===== src/rtl/iteration_counter.sv =====
// Programmable up/down iteration counter with wrap or one-shot termination.
// Tells an iterative datapath FSM when its last step is reached, with a near-end lookahead.
//
// state | meaning
// ------+-------------------------------------------------------------
// IDLE  | no run in progress; count forced to 0, all flags low
// RUN   | counting on enable; terminal step wraps or finishes
// DONE  | one-shot run finished; count held at terminal, busy low
module iteration_counter #(
    parameter int NBITS     = 5,
    parameter int NEAR_DIST = 1
) (
    input  logic             clk,
    input  logic             reset,
    input  logic             start,
    input  logic             abort,
    input  logic             enable,
    input  logic [NBITS-1:0] limit,
    input  logic             up_down,
    input  logic             one_shot,
    output logic [NBITS-1:0] count,
    output logic             busy,
    output logic             at_start,
    output logic             at_end,
    output logic             near_end,
    output logic             wrap,
    output logic             done
);

    typedef enum logic [1:0] {
        IDLE = 2'd0,
        RUN  = 2'd1,
        DONE = 2'd2
    } state_t;

    localparam logic [NBITS-1:0] NEAR_V = NBITS'(NEAR_DIST);
    localparam logic [NBITS-1:0] ONE    = NBITS'(1);
    localparam logic [NBITS-1:0] ZERO   = '0;

    state_t           state_q, state_d;
    logic [NBITS-1:0] count_q, count_d;
    logic [NBITS-1:0] limit_q, limit_d;
    logic             dir_q, dir_d;
    logic             mode_q, mode_d;
    logic             wrap_q, wrap_d;
    logic             done_q, done_d;

    logic [NBITS-1:0] start_val;
    logic [NBITS-1:0] term_val;

    // dir_q = 1 counts up from 0 to limit_q; 0 counts down from limit_q to 0
    assign start_val = dir_q ? ZERO : limit_q;
    assign term_val  = dir_q ? limit_q : ZERO;

    always_ff @(posedge clk or negedge reset) begin
        if (!reset) begin
            state_q <= IDLE;
            count_q <= '0;
            limit_q <= '0;
            dir_q   <= 1'b0;
            mode_q  <= 1'b0;
            wrap_q  <= 1'b0;
            done_q  <= 1'b0;
        end else begin
            state_q <= state_d;
            count_q <= count_d;
            limit_q <= limit_d;
            dir_q   <= dir_d;
            mode_q  <= mode_d;
            wrap_q  <= wrap_d;
            done_q  <= done_d;
        end
    end

    always_comb begin
        state_d = state_q;
        count_d = count_q;
        limit_d = limit_q;
        dir_d   = dir_q;
        mode_d  = mode_q;
        wrap_d  = 1'b0;
        done_d  = 1'b0;

        if (abort) begin
            state_d = IDLE;
            count_d = '0;
        end else if (start) begin
            // the new configuration takes effect immediately, so the start
            // value comes from the inputs rather than the config registers
            limit_d = limit;
            dir_d   = up_down;
            mode_d  = one_shot;
            count_d = up_down ? ZERO : limit;
            state_d = RUN;
        end else begin
            case (state_q)
                RUN: begin
                    if (enable) begin
                        if (count_q == term_val) begin
                            if (mode_q) begin
                                state_d = DONE;
                                done_d  = 1'b1;
                            end else begin
                                count_d = start_val;
                                wrap_d  = 1'b1;
                            end
                        end else if (dir_q) begin
                            count_d = count_q + ONE;
                        end else begin
                            count_d = count_q - ONE;
                        end
                    end
                end
                DONE: begin
                    count_d = count_q;
                end
                default: begin
                    state_d = IDLE;
                    count_d = '0;
                end
            endcase
        end
    end

    always_comb begin
        busy     = (state_q == RUN);
        at_start = (state_q != IDLE) && (count_q == start_val);
        at_end   = (state_q != IDLE) && (count_q == term_val);
        near_end = 1'b0;
        if (state_q == RUN) begin
            if (dir_q) begin
                near_end = (limit_q >= NEAR_V) && (count_q == (limit_q - NEAR_V));
            end else begin
                near_end = (count_q == NEAR_V);
            end
        end
    end

    assign count = count_q;
    assign wrap  = wrap_q;
    assign done  = done_q;

endmodule

===== config.mk =====
export PLATFORM = sky130hd
export DESIGN_NAME = iteration_counter
export DESIGN_NICKNAME = d
export VERILOG_FILES = /design/src/rtl/iteration_counter.sv
export SDC_FILE = /design/constraint.sdc
export NUM_CORES = 1
export LEC_CHECK = 0
export CAP_MARGIN = 20
export CORE_UTILIZATION = 40
export CTS_BUF_LIST = sky130_fd_sc_hd__clkbuf_8
export CTS_CLUSTER_DIAMETER = 120
export DETAILED_ROUTE_END_ITERATION = 8
export GPL_TIMING_DRIVEN = 0
export PLACE_DENSITY = 0.69
export SLEW_MARGIN = 20
export SYNTH_ARGS = -nofsm -noshare
export SYNTH_HDL_FRONTEND = slang
export SYNTH_SLANG_ARGS = --single-unit

===== constraint.sdc =====
create_clock -name clk -period 3.64 [get_ports clk]
set_input_delay 0.91 -clock clk [delete_from_list [all_inputs] [get_ports clk]]
set_output_delay 0.91 -clock clk [all_outputs]
set_load 0.1 [all_outputs]

=== Word level (Yosys, flattened, before mapping) ===
Index checks and enable logic that the tools add are counted.

* Add/subtract/negate cells: 3
* $lt $le $gt $ge: 1
* Eq/ne operators: 11
* Muxes and demuxes: 30
* Bitwise logic cells: 1
* Reductions and logical operators: 7

{| class="wikitable"
|+ Operator list
! kind !! number
|-
| $mux W5 || 9
|-
| $eq A5 B5 Y1 || 3
|-
| $mux W1 || 14
|-
| $mux W2 || 5
|-
| $pmux W5 S2 || 1
|-
| $sub A5 B1 Y5 const B || 2
|-
| $ne A4 B3 Y1 const B || 2
|-
| $add A5 B1 Y5 const B || 1
|-
| $eq A5 B1 Y1 const B || 1
|-
| $ge A5 B1 Y1 const B || 1
|-
| $ne A5 B5 Y1 const B || 1
|-
| $ne A4 B4 Y1 const B || 1
|-
| $pmux W2 S2 || 1
|-
| $reduce_and A4 Y1 || 1
|-
| $logic_and A1 B1 Y1 || 3
|-
| $ne A3 B3 Y1 const B || 1
|-
| $reduce_and A3 Y1 || 1
|-
| $eq A2 B1 Y1 const B || 1
|-
| $eq A2 B2 Y1 const B || 1
|-
| $reduce_and A2 Y1 || 1
|-
| $reduce_bool A2 Y1 || 1
|-
| $not A1 Y1 || 1
|}

* Register bits: 16
* Output and inout port bits: 11
* Logic and storage cells: 60

=== Depth between registers and ports, before layout ===
* Word-level depth: 7
* Depth in mapped cells: 9

=== Least setup slack after synthesis ===
Ideal clock, no wire load.

* Kind: reg2out
* From: register count_q[2], in the netlist count[2]
* To: output port at_start
* Arrival: 4,527 ps
* Slack: -1,797 ps
* Stages on the path, launching flop included: 8
* Path through: dfrtp_1 clkbuf_8 nand2_1 nor3_1 a31oi_1 o21ai_0 nand2_1 nor4_1

* Word-level cells in the longest chain between the ends: 2

{| class="wikitable"
|+ Ends and longest elaborated chain
! what !! line !! source
|-
| from (decl) || 41 || <nowiki>logic [NBITS-1:0] count_q, count_d;</nowiki>
|-
| from (signal assigned) || 66 || <nowiki>count_q <= count_d;</nowiki>
|-
| $eq A5 B5 Y1 || 127 || <nowiki>at_start = (state_q != IDLE) && (count_q == start_val);</nowiki>
|-
| $logic_and A1 B1 Y1 || 127 ||
|-
| to (decl) || 23 || <nowiki>output logic at_start,</nowiki>
|}

No other way between the ends.

=== Worst setup path after layout ===
* From: register limit_q[1]
* To: output port near_end

* Word-level cells in the longest chain between the ends: 5
* Elaborated cells between the ends (all ways): 6
* Those cells by class: 1 x add/sub; 1 x order compare; 1 x eq/ne; 2 x mux; 1 x reduce/logical

{| class="wikitable"
|+ Ends and longest elaborated chain
! what !! line !! source
|-
| from (decl) || 42 || <nowiki>logic [NBITS-1:0] limit_q, limit_d;</nowiki>
|-
| from (signal assigned) || 67 || <nowiki>limit_q <= limit_d;</nowiki>
|-
| $sub A5 B1 Y5 || 132 || <nowiki>near_end = (limit_q >= NEAR_V) && (count_q == (limit_q - NEAR_V));</nowiki>
|-
| $eq A5 B5 Y1 || 132 ||
|-
| $logic_and A1 B1 Y1 (*) || 132 ||
|-
| $mux W1 (*) || 131 || <nowiki>if (dir_q) begin</nowiki>
|-
| $mux W1 (*) || 130 || <nowiki>if (state_q == RUN) begin</nowiki>
|-
| to (decl) || 25 || <nowiki>output logic near_end,</nowiki>
|}

Every way passes the cells marked *; elsewhere a longest branch is shown, timed or not.

==> flow_metrics.py <==
metrics = {
    "status": {
        "status": "finished, final reports clean",
    },
    "synthesis": {
        "synthCells": 167,
        "synth_fp_nets": 184,
        "synth.distinct_cells": 40,
        "ys_seq_area_share_pct": 29.66,
        "netlist_area_sq_mm": 0.001350,
        "netlist.area_leader.share_pct": 29.66,
        "dominantRegCellSynth": "dfrtp_1",
        "yosys.area.top_type": "dfrtp_1",
        "yosys-top-cells-area": "dfrtp_1 30%, nand2_1 11%, buf_6 5.8%",
        "ys_ff_latch": 16,
        "syn_avg_cell_area_sq_um": 8.084,
        "synthArstFlopShare_pct": 100.0,
        "yosys_warnings": 0,
        "synth_edf_count": 0,
    },
    "floorplanning": {
        "ios": 23,
        "die_area_sq_mm": 0.003611,
        "fp.coreArea_sq_mm": 0.003128,
        "std_cell_rows": 20,
        "start_util_pct": 43.16,
        "die_y_um": 60.10,
        "die_x_um": 60.10,
    },
    "setup_path": {
        "arrival_ns": 2.52,
        "max_stage_delay_ns": 0.56,
        "worstPathCellList": "inv_1 > ha_1 > nor3_1 > or3_1 > a21oi_1 > a311o_1 > nand3_1 > a21oi_2 > clkdlybuf4s15_2",
        "cp_max_fo": 7,
        "end_kind": "primary output",
        "required_ns": 2.73,
        "startpoint_type": "flop",
        "cpMaxStageDelayCell": "clkdlybuf4s15_2",
        "r2r_cells": 7,
        "crit_path_start": "limit_q[1]$_DFFE_PN0P_",
        "r2r-start": "count[0]$_DFFE_PN0P_",
        "critPathKind": "flop to primary output",
    },
    "clock_tree": {
        "holdBufCountCts": 0,
        "htreeDepth": 1,
        "cts-buffers-inserted": 3,
        "cts_tree": "built",
        "cts.sink_count": 16,
        "path_clk_slew_ns": 0.06,
        "clock-root-buffer": "clkbuf_8",
        "clk_path_buf_depth": 2,
        "clkLatencyLatePin_ns": 0.25,
    },
    "min_path": {
        "hold_depth": 1,
        "hold_path_class": "flop to flop",
        "hold_path_startpoint": "mode_q$_DFFE_PN0P_",
    },
    "routing": {
        "via_per_inst": 5.376,
        "vias": 1274,
        "drc": 0,
        "drt_iter0_markers": 43,
        "ant_nets": 0,
        "drt_wl_total_mm": 3.177,
        "wl_per_cell_um": 13.41,
        "drtPass1Iterations": 4,
    },
    "placed_design": {
        "io_buffers": 22,
        "gp_congestion": 0.9244,
        "placed_cells": 233,
        "dpl_cell_area_sq_mm": 0.001652,
        "hpwlAfterDp_mm": 2.489,
    },
    "timing": {
        "max_freq_mhz": 291.7,
        "final-setup-viol-count": 0,
        "tightest_slew_ns": 0.9668,
        "min_period_over_period_pct": 94.19,
        "drv_slew": 0,
        "slew_headroom_pct": 35.35,
        "period_needed_ns": 3.428,
        "hold_ws_ns": 0.4988,
        "rsz0062_at_grt": "no",
        "hold_viol": 0,
        "fin_tns_setup_ns": 0,
        "worst_clock_skew_ns": 0.001564,
    },
    "global_route": {
        "grt_pass1_vias": 1238,
        "grt_pass1_wl_mm": 5.402,
        "antenna_found_initial": 0,
        "grt_max_degree": 17,
        "grtUsageTotal_pct": 20.45,
        "globalRouteOverflowTotal": 0,
    },
    "cells_and_area": {
        "insertedDiodeCount": 0,
        "drive_above_1_share_pct": 13.99,
        "stdcell_count": 237,
        "final_cell_area_sq_mm": 0.001702,
        "area_delta_synth_final_pct": 26.04,
        "mostFrequentLayoutCell": "nand2_1",
        "num-nets-final": 211,
        "mostFrequentLayoutCells": "38 x nand2_1, 19 x clkdlybuf4s50_1, 16 x dfrtp_1",
    },
    "pwr": {
        "power.total_mw": 0.7111,
        "power.density_mw_per_mm2": 417.9,
        "p_leak_nw": 0.7234,
        "ir_worst_vdd_mv": 0.2312,
    },
    "job": {
        "max_cap_viol_count": 0,
    },
}
-- state kept, by name, indices dropped and copies added, names as in the netlist --
register  cells
dir_q         1
mode_q        1
count         5
done          1
state_q       2
wrap          1
limit_q       5
-- where the power goes --
group / internal [mW] / leakage, nW / switching [mW]
clock: 0.0960 / 0.0288 / 0.0605
combinational: 0.131 / 0.486 / 0.210
sequential: 0.194 / 0.208 / 0.0194
-- worst paths after layout --
| kind | to | slack (ns) |
|---|---|---|
| setup reg to reg | count[0]$_DFFE_PN0P_ | 1.59 |
| hold / removal | wrap$_DFF_PN0_ | 0.50 |
| max in group asynchronous | count[2]$_DFFE_PN0P_ | 2.10 |
| hold reg to reg | wrap$_DFF_PN0_ | 0.50 |
| min in group asynchronous | limit_q[2]$_DFFE_PN0P_ | 1.09 |
| setup / recovery | near_end | 0.21 |
-- cell usage after synthesis, types with 2 or more instances --
cell,instances
a211oi_1,2
a21oi_1,3
a31oi_1,4
buf_6,7
clkbuf_8,3
dfrtp_1,16
ha_1,5
inv_1,8
mux2i_1,3
nand2_1,38
nand2b_1,2
nand3_1,2
nor2_1,16
nor2b_1,3
nor3_1,5
nor4_1,4
nor4b_1,2
o21ai_0,13
o31ai_1,2
xnor2_1,5
xor2_1,5
-- kinds of logic (layout without fill, tap and decap cells) --
logic type,after synthesis,count (layout),share of synthesized area [%]
flops,16,16,29.66
fa+ha+maj,5,5,4.634
xor+xnor,10,10,6.487
buf+inv,19,45,11.40
mux,3,3,2.224
compound gates,34,34,17.24
simple gates,80,80,28.36
-- area by class of cell --
cell class                      count  area, sq um
Buffer                             11        123.9
Fill cell                         317         1426
Sequential cell                    16        400.4
Timing Repair Buffer               22        215.2
Multi-Input combinational cell    132        822.0
Tap cell                           44        55.05
Inverter                            8        30.03
Clock buffer                        4        55.05
-- per-layer routing --
| metal | up-vias | global-route usage [%] | part of all wire (%) |
|---|---|---|---|
| li1 | 630 | - | - |
| met1 | 582 | 25.37 | 44 |
| met2 | 51 | 34.44 | 47 |
| met3 | 11 | 2.814 | 5.7 |
| met4 | 0 | 10.30 | 3.3 |
| met5 | - | 0 | 0 |
-- repair_timing --
| action | in CTS | in global routing |
|---|---|---|
| gates resized for setup | 5 | 2 |
| endpoints found under the setup margin | 3 | 1 |
| buffers inserted | 0 | 0 |
-- metrics by stage --
stage	setup WS [ns]	utilization, %
floorplan	0.006024	-
global placement	-0.05174	52.80
detailed placement	-0.08921	52.80
CTS	0.02758	54.52
global route	0.03918	54.40
finish	0.2117	54.40
-- worst max-delay path: cells and delay by family, from the launching register on --
family | cells | cell delay, ns
DFF | 1 | 0.45
AOI/OAI and AO/OA | 3 | 0.43
buffers and inverters | 2 | 0.74
adders and majority gates | 1 | 0.18
and+or+nand+nor | 3 | 0.47
(Power assumes the default switching activity.)
